**src/rtl/ring_buffer_sequencer_if.sv**
```systemverilog
// Control and status bundle between a ring-buffer sequencer and its controller.
interface ring_buffer_sequencer_if #(
  parameter int ADDR_W = 4
) ();
  logic              start;
  logic              hold;
  logic              abort;
  logic              en_load;
  logic [ADDR_W-1:0] addr_w;
  logic [ADDR_W-1:0] addr_r;
  logic              data_valid;
  logic              busy;
  logic              done;

  modport master (
    output start, hold, abort,
    input  en_load, addr_w, addr_r, data_valid, busy, done
  );

  modport slave (
    input  start, hold, abort,
    output en_load, addr_w, addr_r, data_valid, busy, done
  );
endinterface

```
**src/rtl/ring_buffer_sequencer.sv**
```systemverilog
// Periodic load-strobe sequencer that walks a ring buffer's write/read pointers
// through a fixed number of load events, with warm-up, hold and abort handling.
module ring_buffer_sequencer #(
  parameter int ADDR_W   = 4,
  parameter int PERIOD   = 8,
  parameter int LOAD_ON  = 2,
  parameter int LOAD_OFF = 4,
  parameter int WARMUP   = 16,
  parameter int TOTAL    = 320
) (
  input logic                    clk,
  input logic                    rst,
  ring_buffer_sequencer_if.slave bus
);

  localparam int PH_W = (PERIOD > 1) ? $clog2(PERIOD) : 1;
  localparam int PH_X = PH_W + 1;
  localparam logic [PH_W-1:0] PH_LAST = PH_W'(PERIOD - 1);
  localparam logic [PH_W-1:0] PH_EVT  = PH_W'(LOAD_OFF - 1);
  localparam logic [PH_X-1:0] PH_ON   = PH_X'(LOAD_ON);
  localparam logic [PH_X-1:0] PH_OFF  = PH_X'(LOAD_OFF);
  localparam logic [9:0]      WARMUP_C = 10'(WARMUP);
  localparam logic [9:0]      TOTAL_C  = 10'(TOTAL);

  typedef enum logic [1:0] {
    ST_IDLE = 2'd0,
    ST_RUN  = 2'd1,
    ST_DONE = 2'd2
  } state_t;

  state_t            state_r, state_s;
  logic [PH_W-1:0]   phase_r, phase_s;
  logic [9:0]        cnt_r, cnt_s;
  logic [ADDR_W-1:0] addr_w_r, addr_w_s;
  logic [ADDR_W-1:0] addr_r_r, addr_r_s;
  logic              dv_r, dv_s;
  logic              en_load_r, en_load_s;
  logic              busy_r, done_r;
  logic              clear_s;

  // Next-state and next-datapath computation
  always_comb begin
    state_s  = state_r;
    phase_s  = phase_r;
    cnt_s    = cnt_r;
    addr_w_s = addr_w_r;
    addr_r_s = addr_r_r;
    dv_s     = dv_r;
    clear_s  = 1'b0;

    case (state_r)
      ST_IDLE: begin
        if (bus.abort) begin
          state_s = ST_IDLE;
          clear_s = 1'b1;
        end else if (bus.start) begin
          state_s = ST_RUN;
          clear_s = 1'b1;
        end else begin
          state_s = ST_IDLE;
        end
      end
      ST_RUN: begin
        // abort outranks both hold and a coincident load event
        if (bus.abort) begin
          state_s = ST_IDLE;
          clear_s = 1'b1;
        end else if (bus.hold) begin
          state_s = ST_RUN;
        end else begin
          phase_s = (phase_r == PH_LAST) ? {PH_W{1'b0}} : phase_r + PH_W'(1);
          if (phase_r == PH_EVT) begin
            cnt_s = cnt_r + 10'd1;
            if (addr_w_r == addr_r_r) begin
              addr_r_s = addr_r_r + ADDR_W'(1);
            end else begin
              addr_w_s = addr_w_r + ADDR_W'(1);
              addr_r_s = addr_r_r + ADDR_W'(1);
            end
            if (cnt_s == WARMUP_C) begin
              dv_s = 1'b1;
            end else begin
              dv_s = dv_r;
            end
            if (cnt_s == TOTAL_C) begin
              state_s = ST_DONE;
            end else begin
              state_s = ST_RUN;
            end
          end else begin
            state_s = ST_RUN;
          end
        end
      end
      ST_DONE: begin
        if (bus.abort) begin
          state_s = ST_IDLE;
          clear_s = 1'b1;
        end else if (bus.start) begin
          state_s = ST_RUN;
          clear_s = 1'b1;
        end else begin
          state_s = ST_DONE;
        end
      end
      default: begin
        state_s = ST_IDLE;
        clear_s = 1'b1;
      end
    endcase

    if (clear_s) begin
      phase_s  = {PH_W{1'b0}};
      cnt_s    = 10'd0;
      addr_w_s = {ADDR_W{1'b0}};
      addr_r_s = {ADDR_W{1'b0}};
      dv_s     = 1'b0;
    end else begin
      dv_s = dv_s;
    end

    en_load_s = (state_s == ST_RUN) && ({1'b0, phase_s} >= PH_ON) && ({1'b0, phase_s} < PH_OFF);
  end

  // State and registered-output update
  always_ff @(posedge clk) begin
    if (rst) begin
      state_r   <= ST_IDLE;
      phase_r   <= {PH_W{1'b0}};
      cnt_r     <= 10'd0;
      addr_w_r  <= {ADDR_W{1'b0}};
      addr_r_r  <= {ADDR_W{1'b0}};
      dv_r      <= 1'b0;
      en_load_r <= 1'b0;
      busy_r    <= 1'b0;
      done_r    <= 1'b0;
    end else begin
      state_r   <= state_s;
      phase_r   <= phase_s;
      cnt_r     <= cnt_s;
      addr_w_r  <= addr_w_s;
      addr_r_r  <= addr_r_s;
      dv_r      <= dv_s;
      en_load_r <= en_load_s;
      busy_r    <= (state_s == ST_RUN);
      done_r    <= (state_s == ST_DONE);
    end
  end

  assign bus.en_load    = en_load_r;
  assign bus.addr_w     = addr_w_r;
  assign bus.addr_r     = addr_r_r;
  assign bus.data_valid = dv_r;
  assign bus.busy       = busy_r;
  assign bus.done       = done_r;

endmodule

```
**src/flat_wrapper.sv**
```systemverilog
// flat-port wrapper written by rule: the top's interface ports become plain ports
module ring_buffer_sequencer_flat 
#(
  parameter int ADDR_W   = 4,
  parameter int PERIOD   = 8,
  parameter int LOAD_ON  = 2,
  parameter int LOAD_OFF = 4,
  parameter int WARMUP   = 16,
  parameter int TOTAL    = 320
)
  (clk, rst, bus_start, bus_hold, bus_abort, bus_en_load, bus_addr_w, bus_addr_r, bus_data_valid, bus_busy, bus_done);
  ring_buffer_sequencer_if #(.ADDR_W(ADDR_W)) bus_i ();
  input logic clk;
  input logic rst;
  input wire logic [$bits(bus_i.start)-1:0] bus_start;
  input wire logic [$bits(bus_i.hold)-1:0] bus_hold;
  input wire logic [$bits(bus_i.abort)-1:0] bus_abort;
  output wire logic [$bits(bus_i.en_load)-1:0] bus_en_load;
  output wire logic [$bits(bus_i.addr_w)-1:0] bus_addr_w;
  output wire logic [$bits(bus_i.addr_r)-1:0] bus_addr_r;
  output wire logic [$bits(bus_i.data_valid)-1:0] bus_data_valid;
  output wire logic [$bits(bus_i.busy)-1:0] bus_busy;
  output wire logic [$bits(bus_i.done)-1:0] bus_done;
  assign bus_i.start = bus_start;
  assign bus_i.hold = bus_hold;
  assign bus_i.abort = bus_abort;
  assign bus_en_load = bus_i.en_load;
  assign bus_addr_w = bus_i.addr_w;
  assign bus_addr_r = bus_i.addr_r;
  assign bus_data_valid = bus_i.data_valid;
  assign bus_busy = bus_i.busy;
  assign bus_done = bus_i.done;
  ring_buffer_sequencer #(.ADDR_W(ADDR_W), .PERIOD(PERIOD), .LOAD_ON(LOAD_ON), .LOAD_OFF(LOAD_OFF), .WARMUP(WARMUP), .TOTAL(TOTAL)) u_core (.clk(clk), .rst(rst), .bus(bus_i));
endmodule
```
**config.mk**
```make
export PLATFORM = sky130hd
export DESIGN_NAME = ring_buffer_sequencer_flat
export DESIGN_NICKNAME = d
export VERILOG_FILES = /design/src/rtl/ring_buffer_sequencer_if.sv /design/src/rtl/ring_buffer_sequencer.sv /design/src/flat_wrapper.sv
export SDC_FILE = /design/constraint.sdc
export NUM_CORES = 1
export LEC_CHECK = 0
export ABC_AREA = 0
export CORE_UTILIZATION = 58
export DETAILED_ROUTE_END_ITERATION = 8
export PLACE_DENSITY = 0.83
export SYNTH_ARGS = -nofsm -noshare
export SYNTH_HDL_FRONTEND = slang
export SYNTH_SLANG_ARGS = --single-unit
```
**constraint.sdc**
```tcl
create_clock -name clk -period 3.7 [get_ports clk]
set_input_delay 1.11 -clock clk [delete_from_list [all_inputs] [get_ports clk]]
set_output_delay 1.11 -clock clk [all_outputs]
set_load 0.05 [all_outputs]
```
Word level (Yosys, flattened, before mapping)
Cells that the tools add are included.
{ "word_totals": {"ff_bits": 27, "latch_bits": 0, "ramBits": 0, "rom_bits": 0, "input_bits": 5, "wordCells": 53, "mem_count": 0} }
{ "classes": {"add_sub_neg": 4, "multipliers": 0, "div_mod_pow": 0, "magnitude_cmp": 2, "eq_ne": 9, "shift": 0, "muxes": 18, "bitwise": 3, "reduce_logical": 8} }
{ "op_table": {"columns": ["cell", "n"], "rows": [
  ["3-bit two-way mux", 5],
  ["2-bit two-way mux", 7],
  ["10-bit by 1-bit adder with 10-bit output (second input constant)", 1],
  ["10-bit by 5-bit == test with 1-bit output (second input constant)", 1],
  ["10-bit by 9-bit == test with 1-bit output (second input constant)", 1],
  ["5-bit AND reduction", 2],
  ["4-bit by 1-bit adder with 4-bit output (second input constant)", 2],
  ["2-bit one-hot mux with 3 select lines", 1],
  ["2-bit by 1-bit == test with 1-bit output (second input constant)", 2],
  ["2-bit == test (second input constant)", 2],
  ["4-bit == test", 1],
  ["1-bit two-way mux", 4],
  ["4-bit AND reduction", 1],
  ["2-bit OR reduction", 2],
  ["3-bit by 1-bit adder with 3-bit output (second input constant)", 1],
  ["3-bit by 2-bit == test with 1-bit output (second input constant)", 1],
  ["3-bit == test (second input constant)", 1],
  ["3-bit by 2-bit >= comparator with 1-bit output (second input constant)", 1],
  ["3-bit less-than comparator (second input constant)", 1],
  ["1-bit NOT", 3],
  ["1-bit logical AND", 2],
  ["2-bit logical NOT", 1],
  ["1-bit one-hot mux with 2 select lines", 1]
]} }

Logic depth before layout (Yosys ltp)
{ "depth": {"ltp_word": 10, "mapped_depth": 8} }

Worst setup path before layout
Ideal clock, no wire load.
{ "synth_path": {"path_type": "input to register", "from": "input bus_abort", "to": "register u_core.addr_w_r[1] (netlist: u_core.bus.addr_w[1])", "t_arrival_ns": 2.206, "t_required_ns": 3.572, "slack_ns": 1.367, "stages": 6, "cell_sequence": "nor4b_4 -> and2_1 -> buf_4 -> and2_1 -> mux2i_1 -> nor2_1"} }
{ "synth_via": {"elab_chain_len": 3} }
{ "synth_lines": {"columns": ["element", "line_no", "rtl"], "rows": [
  ["start, declared", "flat_wrapper.sv:17", "input wire logic [$bits(bus_i.abort)-1:0] bus_abort;"],
  ["1-bit two-way mux, on equally long branches", "ring_buffer_sequencer.sv:96, ring_buffer_sequencer.sv:65", null],
  ["1-bit one-hot mux with 2 select lines", "ring_buffer_sequencer.sv:51", "case (state_r)"],
  ["2-bit OR reduction (no source line)", null, null],
  ["end signal, assigned", "ring_buffer_sequencer.sv:131", "addr_w_r <= {ADDR_W{1'b0}};"],
  ["end signal, assigned", "ring_buffer_sequencer.sv:141", "addr_w_r <= addr_w_s;"],
  ["end, declared", "ring_buffer_sequencer.sv:34", "logic [ADDR_W-1:0] addr_w_r, addr_w_s;"]
]} }
Several ways; a longest one is shown, not always the timed one.
A chain may end at the register's enable or synchronous reset.

Worst setup path after layout
{ "layout_path": {"from": "register u_core.addr_w_r[0] (netlist: u_core.bus.addr_w[0])", "to": "output bus_addr_w[0]"} }
{ "layout_lines": {"columns": ["element", "line_no", "rtl"], "rows": [
  ["end, declared", "flat_wrapper.sv:19", "output wire logic [$bits(bus_i.addr_w)-1:0] bus_addr_w;"]
]} }
No word-level cell between the ends.

==> summary.md <==
| Metric | Value |
|---|---|
| Fillers | 182 |
| Overall Power | around 440 uW |
| Synth top area cells | dfxtp_1, xor2_1, ha_1 |
| Setup TNS | 0 ps |
| GP Congestion | 0.7738 |
| Power Density | 277.3 nW/um^2 |
| CP startpoint kind | flop |
| Critical path class | flop to output pin |
| WP buf/inv | 1 |
| Final Hold Vio Count | 0 |
| Internal | about 340 uW |
| Slowest CP cell | clkdlybuf4s50_1 |
| Initial Util | 62.24% |
| HPWL Detailed | 1828 microns |
| Synthesized area per cell | 9.145 sq um |
| Leading cell type by number of instances after synthesis | dfxtp_1 |
| Drt drc | 0 |
| Fmax | 0.3639 GHz |
| Net switching share of the total power | 22.74% |
| Deepest clock path buffer count | 2 |
| N_diodes | 0 |
| Pre-antenna DRT Iters | 4 |
| Gr ovfl total | 0 |
| Synthesis-stage register bit count | 27 |
| Initial antenna violation count | 0 |
| Ys async rst share | 0% |
| Top cells by count, synth | dfxtp_1, nor2_1, xor2_1 |
| Rows | 17 |
| Placed cell count | 192 |
| Synthesized instance count | 152 |
| Crit path cell chain | clkdlybuf4s50_1 |
| Die span in y | 50.96 microns |
| Final Non-Filler Cells | 196 |
| Num Clock Sinks | 27 |
| Final Skew | 7.044 ps |
| Min cycle time layout | 2748 ps |
| Core area | about 2200 sq um |
| Run status | finished clean |
| Ys Warns | 0 |
| First-pass GRT wire length | 4209 microns |
| Fin Hold WS | 487.3 ps |
| Synth Flop Type | dfxtp_1 |
| Max Cap Viol | 0 |
| Post-synth EDFFs | 0 |
| Number of vias in the routed layout | 1076 |
| RSZ-0062 raised after global routing | false |
| Antenna viol nets, final | 0 |
| Root Driver | clkbuf_4 |
| Syn nets | 164 |
| Post-CTS setup buffer count | 0 |
| Tcrit/Tclk final | 74.28% |
| Num CTS Buffers | 3 |
| Clk pwr share | 29.0% |
| Hold_buf cts | 0 |
| Crit path max-delay family | buffers and inverters |
| Final wirelength | ~2600 microns |
| Unique masters post-synth | 35 |
| Worst IR drop on VDD | 211.1 uV |
| Final #Nets | 181 |
| Yosys top cell area share | 38.88% |
| Final Max Slew Viols | 0 |
| P_sw | 100.4 uW |
| Leading area contributor after synthesis | dfxtp_1 |
| DIE WIDTH | 50.96 microns |
| LEAKAGE | 0.5565 nW |
| Final Setup Violations | 0 |
| Area grow syn2layout | 14.58% |
| Critical path capture point type | output pin |
| Sequential share of power | 66.4% |
| Required time worst endpoint | 2590 ps |
| CTS tree | done |
| DIE AREA | 2596 sq um |
| Sequential fraction of the synthesis area | between 30% and 40% |
| Vias per Instance | 5.490 |
| Largest net degree at the start of global routing | 16 |
| Min-Delay Path Class | flop to flop |
| Logic pwr share | around 4.6% |
| H-Tree Depth | 1 |
| Worst slew margin | 66.31% |
| Reg clk slew, reported paths | 150 ps |
| Number of gates resized after cts | 0 |
| Least-Margin Pin Slew | 503.7 ps |
| IO buf count | 16 |
| Mapped Area | 1390 sq um |
| DR WL/cell | 13.04 microns |
| Share of cells above drive strength 1 | 7.738% |
| Io pins | 17 |
| Worst path max stage delay | 850 ps |
| Latest clock arrival within the worst-skew pair | 330 ps |
| Critical path peak fanout | 5 |
| Vias in the first global route | between 900 and 1000 |
| DR iter-0 viols | 21 |
| Total global-route track usage | 22.05% |
| Arrival time worst endpoint | 1640 ps |
-- power by group through the flow --
stage / logic (mW) / registers (mW) / clock network (mW)
3_3_place_gp: 0.0198 / 0.299 / 0
2_1_floorplan: 0.00948 / 0.301 / 0
3_5_place_dp: 0.0205 / 0.299 / 0
5_1_grt: 0.0219 / 0.293 / 0.142
6_report: 0.0203 / 0.293 / 0.128
4_1_cts: 0.0206 / 0.293 / 0.132
-- metrics by stage --
step           util, %  instance area, sq um  setup slack (ps)
2_1_floorplan        -                  1390              1367
3_5_place_dp     70.08                  1565             609.2
6_report         71.32                  1593             951.6
5_1_grt          71.32                  1593             838.7
3_3_place_gp     70.08                  1565             661.3
4_1_cts          71.32                  1593             948.2
-- layer usage --
| layer | global-route usage [%] | vias up | routed length (microns) |
|---|---|---|---|
| met4 | 9.722 | 0 | 42 |
| met5 | 0 | - | 0 |
| li1 | - | 559 | - |
| met1 | 27.00 | 496 | 1213 |
| met2 | 37.50 | 16 | 1225 |
| met3 | 3.869 | 5 | 76 |
-- logic make-up (layout without fill, tap and decap cells) --
kind of cell / count (synthesis) / in the layout / share of synthesized area, %
simple gates: 65 / 65 / 24.93
fa+ha+maj: 7 / 7 / 6.300
mux: 3 / 3 / 2.160
compound gates: 19 / 19 / 10.17
buf+inv: 8 / 24 / 3.060
flops: 27 / 27 / 38.88
xor+xnor: 23 / 23 / 14.49
-- registers in the layout, summed over array words and instances (netlist names) --
name,flops
u_core.bus.addr_r,4
u_core.bus.en_load,1
u_core.state_r,2
u_core.bus.addr_w,4
u_core.bus.data_valid,1
u_core.bus.busy,1
u_core.bus.done,1
u_core.cnt_r,10
u_core.phase_r,3
-- worst paths after layout --
| check | to | from | slack (ps) | cells past startpoint |
|---|---|---|---|---|
| worst min-delay path | u_core.bus.data_valid$_SDFFE_PP0P_ | u_core.bus.data_valid$_SDFFE_PP0P_ | 490 | 2 |
| worst min register to register | u_core.bus.data_valid$_SDFFE_PP0P_ | u_core.bus.data_valid$_SDFFE_PP0P_ | 490 | 2 |
| worst max-delay path | bus_addr_w[0] | u_core.bus.addr_w[0]$_SDFFE_PP0P_ | 950 | 1 |
| worst max register to register | u_core.cnt_r[8]$_SDFFE_PP0P_ | u_core.state_r[0]$_SDFF_PP0_ | 1810 | 6 |
-- final cells by class --
cell class                      count  area, sq um  share of cell area (%)
Clock buffer                        3        22.52                   1.414
Inverter                            2        7.507                  0.4713
Multi-Input combinational cell    117        807.0                   50.67
Clock inverter                      1        5.005                  0.3142
Sequential cell                    27        540.5                   33.94
Timing Repair Buffer               18        175.2                   11.00
Tap cell                           28        35.03                   2.200
-- cell usage in the layout, fill, tap and decap left out, types with 3 or more instances in the layout --
cell / netlist / final
ha_1: 7 / 7
xnor2_1: 10 / 10
clkbuf_4: 0 / 3
o311a_1: 3 / 3
nand4_1: 5 / 5
a211oi_1: 3 / 3
a21oi_1: 4 / 4
nand3_1: 7 / 7
xor2_1: 13 / 13
clkdlybuf4s50_1: 0 / 16
nand2_1: 10 / 10
nor2_1: 23 / 23
and2_1: 4 / 4
dfxtp_1: 27 / 27
and3_1: 3 / 3
nor2b_1: 4 / 4
mux2i_1: 3 / 3
No activity file was read; power rests on OpenSTA's default activity.
